**src/rtl/iir_response_meter.sv**
```systemverilog
// Windowed peak |x| and sum-of-squares meter for the iir_filter output stream.
// Results are presented on a valid/ready port; unaccepted windows are counted as drops.
module iir_response_meter #(
   parameter int unsigned Nd   = 18,
   parameter int unsigned Nwin = 10,
   localparam int unsigned Ne  = 2*Nd - 1 + Nwin
) (
   input  logic          clk,
   input  logic          rst_n,
   input  logic          dv_in,
   input  logic [Nd-1:0] d_in,
   input  logic          clear,
   output logic          m_valid,
   input  logic          m_ready,
   output logic [Nd-1:0] m_peak,
   output logic [Ne-1:0] m_energy,
   output logic          m_drop
);

   localparam int unsigned Nsq = 2*Nd - 1;

   typedef enum logic {ST_EMPTY = 1'b0, ST_FULL = 1'b1} state_t;

   logic [Nwin-1:0] r_cnt;
   logic            r_s1_v;
   logic            r_last;
   logic [Nd-1:0]   r_mag;
   logic [Nsq-1:0]  r_sq;
   logic [Nd-1:0]   r_peak_acc;
   logic [Ne-1:0]   r_en_acc;
   logic            r_done;
   logic [Nd-1:0]   r_win_peak;
   logic [Ne-1:0]   r_win_en;
   state_t          r_state;
   state_t          w_state_nxt;
   logic            w_load;
   logic            w_drop_set;
   logic            r_drop_pend;
   logic [Nd-1:0]   r_peak;
   logic [Ne-1:0]   r_energy;
   logic            r_drop;
   logic [Nd-1:0]   w_mag;
   logic [Nsq-1:0]  w_sq;
   logic [Nd-1:0]   w_peak_upd;
   logic [Ne-1:0]   w_en_upd;

   // -2**(Nd-1) maps to 2**(Nd-1), which still fits Nd unsigned bits
   assign w_mag      = d_in[Nd-1] ? (~d_in + Nd'(1)) : d_in;
   assign w_sq       = Nsq'(w_mag) * Nsq'(w_mag);
   assign w_peak_upd = (r_mag > r_peak_acc) ? r_mag : r_peak_acc;
   assign w_en_upd   = r_en_acc + Ne'(r_sq);

   // S1: magnitude, square and end-of-window flag
   always_ff @(posedge clk) begin
      if (!rst_n) begin
         r_cnt  <= '0;
         r_s1_v <= 1'b0;
         r_last <= 1'b0;
         r_mag  <= '0;
         r_sq   <= '0;
      end else if (clear) begin
         r_cnt  <= '0;
         r_s1_v <= 1'b0;
      end else begin
         r_s1_v <= dv_in;
         if (dv_in) begin
            r_mag  <= w_mag;
            r_sq   <= w_sq;
            r_last <= (r_cnt == {Nwin{1'b1}});
            r_cnt  <= r_cnt + Nwin'(1);
         end
      end
   end

   // S2: accumulate; on the last sample snapshot the window and restart clean
   always_ff @(posedge clk) begin
      if (!rst_n) begin
         r_peak_acc <= '0;
         r_en_acc   <= '0;
         r_done     <= 1'b0;
         r_win_peak <= '0;
         r_win_en   <= '0;
      end else if (clear) begin
         r_peak_acc <= '0;
         r_en_acc   <= '0;
         r_done     <= 1'b0;
      end else begin
         r_done <= r_s1_v & r_last;
         if (r_s1_v) begin
            if (r_last) begin
               r_win_peak <= w_peak_upd;
               r_win_en   <= w_en_upd;
               r_peak_acc <= '0;
               r_en_acc   <= '0;
            end else begin
               r_peak_acc <= w_peak_upd;
               r_en_acc   <= w_en_upd;
            end
         end
      end
   end

   always_ff @(posedge clk) begin
      if (!rst_n) r_state <= ST_EMPTY;
      else        r_state <= w_state_nxt;
   end

   always_comb begin
      w_state_nxt = r_state;
      w_load      = 1'b0;
      w_drop_set  = 1'b0;
      case (r_state)
         ST_EMPTY: begin
            if (r_done) begin
               w_load      = 1'b1;
               w_state_nxt = ST_FULL;
            end
         end
         ST_FULL: begin
            if (r_done) begin
               if (m_ready) w_load     = 1'b1;
               else         w_drop_set = 1'b1;
            end else if (m_ready) begin
               w_state_nxt = ST_EMPTY;
            end
         end
      endcase
   end

   // Result register; held contents stay stable while a result is pending
   always_ff @(posedge clk) begin
      if (!rst_n) begin
         r_peak      <= '0;
         r_energy    <= '0;
         r_drop      <= 1'b0;
         r_drop_pend <= 1'b0;
      end else if (w_load) begin
         r_peak      <= r_win_peak;
         r_energy    <= r_win_en;
         r_drop      <= r_drop_pend;
         r_drop_pend <= 1'b0;
      end else if (w_drop_set) begin
         r_drop_pend <= 1'b1;
      end
   end

   assign m_valid  = (r_state == ST_FULL);
   assign m_peak   = r_peak;
   assign m_energy = r_energy;
   assign m_drop   = r_drop;

endmodule

```
**config.mk**
```make
export PLATFORM = sky130hd
export DESIGN_NAME = iir_response_meter
export DESIGN_NICKNAME = d
export VERILOG_FILES = /design/src/rtl/iir_response_meter.sv
export SDC_FILE = /design/constraint.sdc
export NUM_CORES = 1
export LEC_CHECK = 0
export BUFFER_PORTS_ARGS = -buffer_cell sky130_fd_sc_hd__buf_2
export CAP_MARGIN = 0
export CORE_AREA = 2 2 232 234
export DETAILED_ROUTE_END_ITERATION = 6
export DIE_AREA = 0 0 234 236
export GPL_TIMING_DRIVEN = 0
export SLEW_MARGIN = 20
export SYNTH_ARGS = -nofsm -noshare
export SYNTH_HDL_FRONTEND = slang
export SYNTH_SLANG_ARGS = --single-unit
```
**constraint.sdc**
```tcl
create_clock -name clk -period 24.5 [get_ports clk]
set_clock_uncertainty 0.1 [all_clocks]
set_input_delay 1.225 -clock clk [delete_from_list [all_inputs] [get_ports clk]]
set_output_delay 1.225 -clock clk [all_outputs]
set_load 0.03 [all_outputs]
```
==> out/results.ini, run 1 <==
[outcome]
outcome = completed

[clock_network]
post_cts_resized = 0
cts_hold_repair.buffers = 0
path_clk_slew_ps = 60
post_cts_buffers = 0
clock_sinks = 256
cts_buffers = 26
cts_buffer_depth = 3
clkLatencyLatePin_ps = 550
cts_tree = yes
clockRootBuffer = clkbuf_16
htree_levels = 1

[global_routing]
grt_first_pass_wirelength_um = 94300
grt_antenna_before_repair = 0
grtUsageTotal_pct = 21.5
first_global_vias = 17416
overflow = 0
grt_max_degree = 15

[logic_synthesis]
synth_top_family_by_area = adder cells
async_reset_ff_share_pct = 0
synth.avg_cell_area_sq_um = 8.44
synthDominantCellAreaShare_pct = 24.5
synth_area_sq_um = 21000
ys.warnings.count = 0
synth_compound_area_share_pct = 15.6
synth_xor_area_share_pct = 3.26
synth_cell_types = 83
yosys.area_share.adder_pct = 30.5
synth.area.mux_share_pct = 1.15
yosys-top-cells-area = dfxtp_1 (24%), fa_1 (21%), ha_1 (9.6%)
synth_edf_count = 0
synthSimpleGateAreaFrac_pct = 16.5
ys.flop_type = dfxtp_1
ys_seq_elements = 256
synthCells = 2484
synth_top_area_cell = dfxtp_1
yosysMostFrequentCell = nand2_1
synth_common_cells = nand2_1 (346), inv_1 (318), dfxtp_1 (256)
ys_seq_area_share_pct = 24.5

[worst_hold_path]
hold_depth = 2
hold_class = flip-flop to flip-flop
min_to = m_peak[2]
worstHoldStart = r_win_peak[2]

[timing]
rsz0062_at_grt = no
report.final.slew_viol_count = 0
period_share_pct = 42.6
tns_ps = 0
hold_violations = 0
tightest_slew_ps = 1250
finalSetupViolCount = 0
relSlewSlack_pct = 16.6
period_needed_ps = 10440
fmax_mhz = 95.7

[critical_path]
worstPathRequired_ps = 24810
crit_type = input pin to flip-flop
cp-start-kind = input pin
crit_family = adder cells
critPathMaxStageDelay_ps = 740
r2r_slack_ps = 20930
cp_common_cell = fa_1
cpMaxStageDelayCell = xor2_1
path_max_fanout = 10
r2r_cells = 10
endpoint_kind = flip-flop
timing.rr.end = r_en_acc[38]
cp_data_arrival_time_ps = 10750
r2r-start = r_mag[0]
cp_num_buf_inv = 7

[die]
die_h_um = 236
die_x_um = 234
io_pins = 88
dieArea_sq_um = 55200
start_util_pct = 39.5
rows = 85
core_area_sq_um = 53100

[routing]
via_per_inst = 5.27
drcViolationCount = 0
wl_per_cell_um = 17.9
wl_um = 59400
vias = 17496
drt_pass1_iterations = 5
final_antenna_net_count = 0
drtIter0Drc = 855

[flow_run]
drv_cap = 0

[finish]
multiInputGateArea_sq_um = 14100
syn_to_final_growth_pct = 10.6
fin_nets = 3010
drive_above_1_share_pct = 6.21
seqCellArea_sq_um = 5120
fillers = 5295
diodes = 0

[place]
place_congestion = 0.904
dp_hpwl_um = 48100
port_buffers = 84

registers in the layout, summed over array words and instances (netlist names):
register / cells
m_energy: 45
r_win_peak: 18
r_cnt: 10
r_peak_acc: 18
m_valid: 1
r_drop_pend: 1
m_peak: 18
r_done: 1
r_mag: 18
r_sq: 33
m_drop: 1
r_last: 1
r_win_en: 45
r_s1_v: 1
r_en_acc: 45
cell families after synthesis:
family                   count (synthesis)
AO/OA/AOI/OAI                          500
XOR/XNOR                                78
adder cells (fa/ha/maj)                379
buffers and inverters                  468
flip-flops                             256
multiplexers                            24
other                                    2
AND/OR/NAND/NOR                        777
worst max-delay path by stage:
stage / slack, ps / startpoint / cells past startpoint / end
final: 14060 / d_in[0] / 27 / r_sq[31]
after CTS: 14110 / d_in[0] / 27 / r_sq[31]
after global placement: 13140 / d_in[0] / 30 / r_sq[34]
after floorplan: 15770 / d_in[0] / 27 / r_sq[31]
after detailed placement: 13570 / d_in[0] / 27 / r_sq[31]
after global routing: 13580 / d_in[0] / 27 / r_sq[31]
layout by cell type, fill, tap and decap left out, types with 59 or more instances in the layout:
master,synthesis,layout
buf_2,4,88
fa_1,219,219
dfxtp_1,256,256
inv_1,318,318
nand3_1,59,59
o21ai_0,70,70
clkbuf_1,119,122
ha_1,160,160
a21oi_1,193,193
nand2_1,346,346
nor2_1,187,187
metal layers:
metal,share of wire (%),vias to the layer above,global-route usage [%]
met5,0,-,0
li1,-,8526,-
met3,4.8,77,2.38
met1,45,8465,29.3
met2,48,428,36.1
met4,2.3,0,5.27
metrics by stage:
step	instance area (sq um)	worst slack (ps)	hold WS [ps]	utilization, %	instances
after floorplan	21000	15770	329	-	2495
after global placement	22300	13140	341	42.0	3275
after detailed placement	22300	13570	342	42.1	3276
after CTS	23200	14110	348	43.7	3320
after global routing	23200	13580	366	43.7	3320
final	23200	14060	348	43.7	3320
tightest hold or removal path: cells and delay by family, from the launching register on:
family | cells | cell delay, ps
flip-flops | 1 | 310
AO/OA/AOI/OAI | 1 | 50
AND/OR/NAND/NOR | 1 | 50
layout make-up:
cell class | instances | area share (%)
Buffer | 137 | 2.32
Clock buffer | 37 | 3.38
Clock inverter | 7 | 0.238
Inverter | 331 | 5.36
Multi-Input combinational cell | 1771 | 61.0
Sequential cell | 256 | 22.1
Tap cell | 696 | 3.76
Timing Repair Buffer | 85 | 1.86
Power of run 1 is not shown: default switching activity piles up to over one toggle a cycle in this logic, so the estimate is an artifact.
==> inputs of run 2 (changes only) <==
clock period = 9.57 ns   (was 24.5 ns; I/O delays follow)
==> run 2 against run 1 <==
  * Routed wire length hardly changed
  * Hold slack lost 200 ps
  * Utilization grew 0.057 points
  * Final cell count hardly changed
  * First-iteration DRC count up 0.12%
  * Largest cell class unchanged
==> out/results.ini, run 2 (synthesis results as in run 1) <==
[critical_path]
worstPathRequired_ps = 9870  ; was 24810 ps
cp-start-kind = input pin  ; unchanged
crit_type = input pin to flip-flop  ; unchanged
path_max_fanout = 12  ; was 10
endpoint_kind = flip-flop  ; unchanged
crit_family = adder cells  ; unchanged
cp_num_buf_inv = 6  ; was 7
critPathMaxStageDelay_ps = 580  ; was 740 ps
cp_data_arrival_time_ps = 9450  ; was 10750 ps
cp_common_cell = fa_1  ; unchanged
cpMaxStageDelayCell = o41ai_4  ; was xor2_1

[routing]
wl_um = 59400  ; about the same
wl_per_cell_um = 17.9  ; about the same
drcViolationCount = 0  ; unchanged
via_per_inst = 5.29  ; was 5.27
final_antenna_net_count = 0  ; unchanged
vias = 17572  ; was 17496
drtIter0Drc = 856  ; was 855
drt_pass1_iterations = 5  ; unchanged

[finish]
diodes = 0  ; unchanged
final_cell_mix = nand2_1 (346), inv_1 (318), dfxtp_1 (256)  ; unchanged
syn_to_final_growth_pct = 10.7  ; was 10.6%
final_common_cell = nand2_1  ; unchanged
drive_above_1_share_pct = 6.33  ; was 6.21%
fillers = 5292  ; was 5295
final-instance-count-excl-fill = 3319  ; was 3320
fin_nets = 3009  ; was 3010

[global_routing]
grt_antenna_before_repair = 0  ; unchanged
grt_max_degree = 15  ; unchanged
overflow = 0  ; unchanged
grt_first_pass_wirelength_um = 94300  ; unchanged
grtUsageTotal_pct = 21.5  ; about the same
first_global_vias = 17416  ; unchanged

[timing]
hold_slack_ps = 152  ; was 348 ps
report.final.slew_viol_count = 0  ; unchanged
relSlewSlack_pct = 15.8  ; was 16.6%
hold_violations = 0  ; unchanged
period_needed_ps = 9140
tightest_slew_ps = 1260  ; was 1250 ps
worst_slack_ps = 427  ; was 14060 ps
tns_ps = 0  ; unchanged
period_share_pct = 95.5
fmax_mhz = 109
finalSetupViolCount = 0  ; unchanged
rsz0062_at_grt = yes  ; was no

[place]
port_buffers = 84  ; unchanged
dpl_worst_slack_ps = -609  ; was 13570 ps
dp_hpwl_um = 48100  ; unchanged
dp.cells = 3276  ; unchanged
place_congestion = 0.904  ; unchanged

[clock_network]
cts_tree = yes  ; unchanged
cts_hold_repair.buffers = 0  ; unchanged
cts_buffer_depth = 3  ; unchanged
post_cts_buffers = 0  ; unchanged
clockRootBuffer = clkbuf_16  ; unchanged
path_clk_slew_ps = 60  ; about the same
clock_sinks = 256  ; unchanged
cts_buffers = 26  ; unchanged
clkLatencyLatePin_ps = 550  ; about the same
htree_levels = 1  ; unchanged

[die]
die_x_um = 234  ; unchanged
io_pins = 88  ; unchanged
start_util_pct = 39.5  ; unchanged
die_h_um = 236  ; unchanged
core_area_sq_um = 53100  ; unchanged
dieArea_sq_um = 55200  ; unchanged
rows = 85  ; unchanged

[worst_hold_path]
hold_class = input pin to flip-flop  ; was flip-flop to flip-flop

[flow_run]
drv_cap = 0  ; unchanged

[outcome]
outcome = completed  ; unchanged

-- run 2: cell types whose count changed in the layout (fill, tap and decap cells not counted), sizes merged --
cell,change
clkbuf,-1
-- run 2: repair_timing --
| item | in CTS | in global routing |
|---|---|---|
| pin swaps | 0 | 0 |
| resized for setup | 1 | 3 |
| setup endpoints to repair | 1 | 9 |
-- run 2: stage by stage --
step | cell area, sq um | utilization, %
floorplan | 21000 | -
global placement | 22300 | 42.0
detailed placement | 22300 | 42.1
CTS | 23200 | 43.7
global route | 23200 | 43.7
finish | 23200 | 43.7
-- run 2: path summary, 6_finish.rpt --
path,startpoint,endpoint,slack (ps),cells after the start
setup / recovery,d_in[0],r_sq[31],430,26
hold / removal,m_ready,m_valid,150,3
setup reg to reg,r_mag[0],r_en_acc[38],6010,10
hold reg to reg,r_win_peak[9],m_peak[9],350,2
-- run 2: cell type report --
type,count,area [sq um],area share (%)
repair buffers,85,432,1.86
multi-input cells,1771,14200,61.0
well taps,696,871,3.75
clock buffers,37,783,3.38
inverters,331,1240,5.35
clock inverters,7,55.1,0.237
plain buffers,136,534,2.30
flip-flops and latches,256,5120,22.1
-- run 2: tightest hold or removal path: stages --
cell and delay [ps]:
buf_2 70, nand2b_1 130, a21oi_1 70
-- run 2: layer usage --
layer  vias up  share of wire [%]  GRT usage (%)  routed length (um)
met5         -                  0              0                   0
met4         0                2.3           5.27                1350
met3        81                5.1           2.38                3040
met2       445                 48           36.1               28300
met1      8521                 45           29.3               26700
li1       8525                  -              -                   -
Power of run 2 is left out for the same reason.
